==> src/rtl/pipeline_pkg.sv <==
// rtl/pipeline_pkg.sv - shared widths and memory-access FSM encoding for the MEM/WB stage
package pipeline_pkg;

    localparam int DATA_W     = 32;
    localparam int REG_ADDR_W = 5;

    typedef enum logic {
        ST_IDLE = 1'b0,
        ST_WAIT = 1'b1
    } mem_state_e;

endpackage

==> src/rtl/mem_access_fsm.sv <==
// rtl/mem_access_fsm.sv - data-memory req/ack sequencing with wait-state timeout
module mem_access_fsm
    import pipeline_pkg::*;
#(
    parameter int MEM_TIMEOUT = 16
) (
    input  logic clk,
    input  logic reset,
    input  logic access_valid,
    input  logic mem_ack,
    output logic mem_req,
    output logic stall,
    output logic abort
);

    localparam logic [7:0] LAST_COUNT = 8'(MEM_TIMEOUT - 1);

    mem_state_e state_q, state_d;
    logic [7:0] count_q, count_d;

    always_comb begin
        state_d = state_q;
        count_d = count_q;
        // Abort drops the request so the stall releases in the same cycle.
        abort   = (state_q == ST_WAIT) && access_valid && !mem_ack && (count_q == LAST_COUNT);
        mem_req = access_valid && !abort;
        stall   = mem_req && !mem_ack;
        case (state_q)
            ST_IDLE: begin
                if (stall) begin
                    state_d = ST_WAIT;
                    count_d = 8'd1;
                end
            end
            ST_WAIT: begin
                if (!access_valid || mem_ack || abort) begin
                    state_d = ST_IDLE;
                    count_d = 8'd0;
                end else begin
                    count_d = count_q + 8'd1;
                end
            end
            default: begin
                state_d = ST_IDLE;
                count_d = 8'd0;
            end
        endcase
    end

    always_ff @(posedge clk) begin
        if (reset) begin
            state_q <= ST_IDLE;
            count_q <= 8'd0;
        end else begin
            state_q <= state_d;
            count_q <= count_d;
        end
    end

endmodule

==> src/rtl/mem_wb_stage.sv <==
// rtl/mem_wb_stage.sv - MIPS MEM stage: data access, branch resolve, MEM/WB register
module mem_wb_stage
    import pipeline_pkg::*;
#(
    parameter int DATA_W      = pipeline_pkg::DATA_W,
    parameter int MEM_TIMEOUT = 16
) (
    input  logic                  clk,
    input  logic                  reset,
    input  logic                  regWriteFlagInput,
    input  logic                  memReadFlagInput,
    input  logic                  memWriteFlagInput,
    input  logic                  MemToRegInput,
    input  logic                  BranchsFlagInput,
    input  logic                  JumpsFlagInput,
    input  logic                  ZeroFlagInput,
    input  logic [DATA_W-1:0]     ResultInput,
    input  logic [DATA_W-1:0]     BInput,
    input  logic [DATA_W-1:0]     BranchAddressInput,
    input  logic [DATA_W-1:0]     JumpAddressInput,
    input  logic [REG_ADDR_W-1:0] regDestAddressInput,
    output logic                  memReqOutput,
    output logic                  memWeOutput,
    output logic [DATA_W-1:0]     memAddrOutput,
    output logic [DATA_W-1:0]     memWdataOutput,
    input  logic [DATA_W-1:0]     memRdataInput,
    input  logic                  memAckInput,
    output logic                  stallOutput,
    output logic                  pcSrcOutput,
    output logic [DATA_W-1:0]     pcTargetOutput,
    output logic                  regWriteFlagOutput,
    output logic                  MemToRegOutput,
    output logic [DATA_W-1:0]     readDataOutput,
    output logic [DATA_W-1:0]     ResultOutput,
    output logic [REG_ADDR_W-1:0] regDestAddressOutput,
    output logic                  memErrorOutput
);

    logic mem_op, misaligned, illegal, access_valid, abort;

    assign mem_op       = memReadFlagInput ^ memWriteFlagInput;
    assign misaligned   = mem_op && (ResultInput[1:0] != 2'b00);
    assign illegal      = (memReadFlagInput && memWriteFlagInput) || misaligned;
    assign access_valid = mem_op && !misaligned;

    mem_access_fsm #(
        .MEM_TIMEOUT (MEM_TIMEOUT)
    ) u_fsm (
        .clk          (clk),
        .reset        (reset),
        .access_valid (access_valid),
        .mem_ack      (memAckInput),
        .mem_req      (memReqOutput),
        .stall        (stallOutput),
        .abort        (abort)
    );

    assign memWeOutput    = memWriteFlagInput;
    assign memAddrOutput  = ResultInput;
    assign memWdataOutput = BInput;

    assign pcSrcOutput    = ((BranchsFlagInput && ZeroFlagInput) || JumpsFlagInput) && !stallOutput;
    assign pcTargetOutput = JumpsFlagInput ? JumpAddressInput : BranchAddressInput;

    logic                  reg_write_q, reg_write_d;
    logic                  mem_to_reg_q, mem_to_reg_d;
    logic [DATA_W-1:0]     read_data_q, read_data_d;
    logic [DATA_W-1:0]     result_q, result_d;
    logic [REG_ADDR_W-1:0] reg_dest_q, reg_dest_d;
    logic                  mem_error_q, mem_error_d;

    always_comb begin
        reg_write_d  = reg_write_q;
        mem_to_reg_d = mem_to_reg_q;
        read_data_d  = read_data_q;
        result_d     = result_q;
        reg_dest_d   = reg_dest_q;
        mem_error_d  = mem_error_q || abort || illegal;
        if (stallOutput) begin
            reg_write_d  = 1'b0;
            mem_to_reg_d = 1'b0;
        end else begin
            reg_write_d  = regWriteFlagInput && !abort && !illegal;
            mem_to_reg_d = MemToRegInput;
            result_d     = ResultInput;
            reg_dest_d   = regDestAddressInput;
            if (abort) begin
                read_data_d = '0;
            end else if (memReqOutput && memReadFlagInput && memAckInput) begin
                read_data_d = memRdataInput;
            end
        end
    end

    always_ff @(posedge clk) begin
        if (reset) begin
            reg_write_q  <= 1'b0;
            mem_to_reg_q <= 1'b0;
            read_data_q  <= '0;
            result_q     <= '0;
            reg_dest_q   <= '0;
            mem_error_q  <= 1'b0;
        end else begin
            reg_write_q  <= reg_write_d;
            mem_to_reg_q <= mem_to_reg_d;
            read_data_q  <= read_data_d;
            result_q     <= result_d;
            reg_dest_q   <= reg_dest_d;
            mem_error_q  <= mem_error_d;
        end
    end

    assign regWriteFlagOutput   = reg_write_q;
    assign MemToRegOutput       = mem_to_reg_q;
    assign readDataOutput       = read_data_q;
    assign ResultOutput         = result_q;
    assign regDestAddressOutput = reg_dest_q;
    assign memErrorOutput       = mem_error_q;

endmodule

==> config.mk <==
export PLATFORM = sky130hd
export DESIGN_NAME = mem_wb_stage
export DESIGN_NICKNAME = d
export VERILOG_FILES = /design/src/rtl/pipeline_pkg.sv /design/src/rtl/mem_access_fsm.sv /design/src/rtl/mem_wb_stage.sv
export SDC_FILE = /design/constraint.sdc
export NUM_CORES = 1
export LEC_CHECK = 0
export CORE_AREA = 2 2 135 137
export CTS_CLUSTER_SIZE = 8
export DETAILED_ROUTE_END_ITERATION = 7
export DIE_AREA = 0 0 137 139
export PLACE_DENSITY = 0.73
export SETUP_SLACK_MARGIN = 0.1
export SYNTH_ARGS = -nofsm -noshare
export SYNTH_HDL_FRONTEND = slang
export SYNTH_HIERARCHICAL = 1
export SYNTH_SLANG_ARGS = --single-unit
==> constraint.sdc <==
create_clock -name clk -period 2.5 [get_ports clk]
set_input_delay 0.375 -clock clk [delete_from_list [all_inputs] [get_ports clk]]
set_output_delay 0.375 -clock clk [all_outputs]
set_load 0.01 [all_outputs]
==> flow_metrics.env <==
export IMPL_grt_max_degree=32
export IMPL_yosys_area_share_simple_pct=10.4
export IMPL_overflow=0
export IMPL_slowest_delay_ns=0.54
export IMPL_synth_seq_area_share_pct=42.4
export IMPL_clk_latency_ns=0.34
export IMPL_synthMuxAreaShare_pct=19.1
export IMPL_wirelength_um=15200
export IMPL_synth_main_ff_cell="dfxtp_1"
export IMPL_power_density_nw_per_um2=535
export IMPL_r2r_start="u_fsm/count_q[0]"
export IMPL_synth_async_reset_ratio_pct=0
export IMPL_n_fill_cell=1739
export IMPL_path_clk_slew_ns=0.07
export IMPL_endpoint_kind="output port"
export IMPL_synth_seq_cells=81
export IMPL_syn_avg_cell_area_sq_um=10.3
export IMPL_coreArea_sq_um=17700
export IMPL_die_area_sq_um=19000
export IMPL_fin_crit_ns=2.37
export IMPL_critPathKind="input pin to output port"
export IMPL_initialDrtViolationCount=111
export IMPL_h_tree_depth=3
export IMPL_wire_per_inst_um=18.1
export IMPL_rsz0062_at_grt="false"
export IMPL_ys_types=38
export IMPL_peakVddDrop_v=0.000351
export IMPL_areaGrowthSynthToFinish_pct=84.3
export IMPL_setup_viol=0
export IMPL_cts_tree="built"
export IMPL_gp_congestion=0.795
export IMPL_boundaryPins=347
export IMPL_drc=0
export IMPL_cts_path_max_buffers=2
export IMPL_slowest_stage="clkdlybuf4s50_1"
export IMPL_reg2reg_slack_ns=0.34
export IMPL_postCtsHoldBufs=0
export IMPL_cts_inserted_buffers=9
export IMPL_io_buffers=282
export IMPL_hp_start="reset"
export IMPL_layout_common_cells="267 x clkdlybuf4s50_1, 79 x dfxtp_1, 47 x nor2_1"
export IMPL_critical_path_top_delay_family="buffers and inverters"
export IMPL_synth_fa_ha_area_share_pct=0.654
export IMPL_ant_nets=0
export IMPL_placed_area_sq_um=6500
export IMPL_holdPathEnd="u_fsm/state_q"
export IMPL_crit_chain="clkdlybuf4s50_1 -> buf_12 -> mux2_2 -> clkdlybuf4s50_1"
export IMPL_synth_compound_area_share_pct=11.0
export IMPL_outcome="finished clean"
export IMPL_hpwl_um=12000
export IMPL_clockRootBuffer="clkbuf_16"
export IMPL_grt_usage_pct=14.8
export IMPL_start_kind="input pin"
export IMPL_fin_nets=784
export IMPL_synthXorXnorAreaFrac_pct=0.229
export IMPL_crit_buf_inv=3
export IMPL_tightest_slew_ns=0.515
export IMPL_finalPower_uw=3780
export IMPL_timing_rr_end="readDataOutput[7]"
export IMPL_fin_area_sq_um=7050
export IMPL_synth_warnings=6
export IMPL_die_x_um=137
export IMPL_arrival_ns=1.99
export IMPL_grt_pass1_wl_um=20600
export IMPL_cts_sinks=81
export IMPL_start_util_pct=21.7
export IMPL_via_per_inst=4.21
export IMPL_skew_ns=0.00949
export IMPL_crit_required_ns=2.12
export IMPL_drtPass1Iterations=4
export IMPL_slew_headroom_pct=65.3
export IMPL_diodes=0
export IMPL_cpMostUsedCell="clkdlybuf4s50_1"
export IMPL_final_common_cell="clkdlybuf4s50_1"
export IMPL_hold_viol=0
export IMPL_synth_fp_nets=548
export IMPL_netlist_area_sq_um=3830
export IMPL_drive_gt1_share_pct=15.4
export IMPL_cap_violations=0
export IMPL_grt_pass1_vias=3455
export IMPL_row_count=49
export IMPL_slew_violations=0
export IMPL_floorplan_die_height_um=139
export IMPL_syn_inst=371
export IMPL_min_delay_path_depth=2
export IMPL_fmax_mhz=422
export IMPL_r2r_cells=11
export IMPL_period_share_pct=94.7
export IMPL_synth_top_family_by_area="multiplexers"
export IMPL_hp_class="input pin to flip-flop"
export IMPL_synth_edf_count=0
export IMPL_cp_max_fo=24
export IMPL_antenna_found_initial=0
export IMPL_leakagePower_uw=0.00272
export IMPL_vias=3536
## Yosys cell counts, types with 2 or more instances
library cell	instances	area share [%]
dfxtp_1	81	42
buf_6	4	1.2
o21ai_0	4	0.52
nand3b_1	2	0.39
clkbuf_1	3	0.29
mux2_2	32	9.4
and2_1	3	0.49
buf_2	10	1.3
a21oi_1	4	0.52
nand3_1	5	0.65
inv_1	2	0.20
a22o_1	33	7.6
nand2_1	7	0.69
buf_4	67	13
nor2_1	48	4.7
mux2i_1	37	9.7
o21a_1	2	0.39
nor2b_1	3	0.49
nor3_1	4	0.52
ha_1	2	0.65
## final cells by class
cell class              count  area, sq um  area share, %
clock buffers               9          225           3.19
clock inverters             6          138           1.95
inverters                   2         7.51          0.106
multi-input cells         203         1630           23.1
flip-flops and latches     81         1620           23.0
well taps                 229          287           4.06
repair buffers            310         3140           44.6
## worst max path at each step
stage          depth (start not counted)                 end  slack, ns               from
6_report                               4  pcTargetOutput[19]       0.13     JumpsFlagInput
5_1_grt                                8         pcSrcOutput       0.09   u_fsm/count_q[0]
3_5_place_dp                          10   readDataOutput[4]      -0.36   memReadFlagInput
3_3_place_gp                          10  readDataOutput[20]      -0.26   memReadFlagInput
4_1_cts                               10    ResultOutput[28]       0.08  memWriteFlagInput
2_1_floorplan                          8         pcSrcOutput       0.17   memReadFlagInput
## kinds of logic after synthesis
| group | Yosys count |
|---|---|
| XOR/XNOR | 1 |
| multiplexers | 69 |
| AND/OR/NAND/NOR | 80 |
| adder cells (fa/ha/maj) | 2 |
| AO/OA/AOI/OAI | 51 |
| buffers and inverters | 87 |
| flip-flops | 81 |
## report_power, final
part           switching (uW)  total, uW  internal (uW)
clock network             562       1640           1080
logic                     278        773            495
registers                24.0       1360           1340
## registers in the layout, indices dropped and copies added, names as in the netlist
signal / flops
u_fsm/count_q: 8
ResultOutput: 32
regDestAddressOutput: 5
memErrorOutput: 1
u_fsm/state_q: 1
regWriteFlagOutput: 1
readDataOutput: 32
MemToRegOutput: 1
## through the flow
step	setup TNS, ns	util, %	hold slack (ns)	cells	setup slack, ns
5_1_grt	0	40.0	0.425	840	0.0851
4_1_cts	0	39.1	0.373	833	0.0804
2_1_floorplan	0	-	0.444	371	0.170
3_5_place_dp	-14.68	36.8	0.453	814	-0.358
6_report	0	40.0	0.403	840	0.133
3_3_place_gp	-10.79	36.8	0.449	814	-0.265
## per-layer routing
layer | wire (um) | share of wire (%) | track usage (%)
met5 | 0 | 0 | 0
met4 | 422 | 2.8 | 6.73
met3 | 1470 | 9.6 | 4.93
met2 | 7880 | 52 | 27.3
met1 | 5470 | 36 | 14.8
## what timing repair did
| item | CTS | global route |
|---|---|---|
| resized for setup | 19 | 14 |
| gates cloned | 0 | 3 |
| pin swaps | 0 | 3 |
| endpoints found under the setup margin | 39 | 64 |
| endpoints found under the hold margin | 0 | 0 |
| buffers inserted | 4 | 4 |
Power figures use the tool's default switching activity.
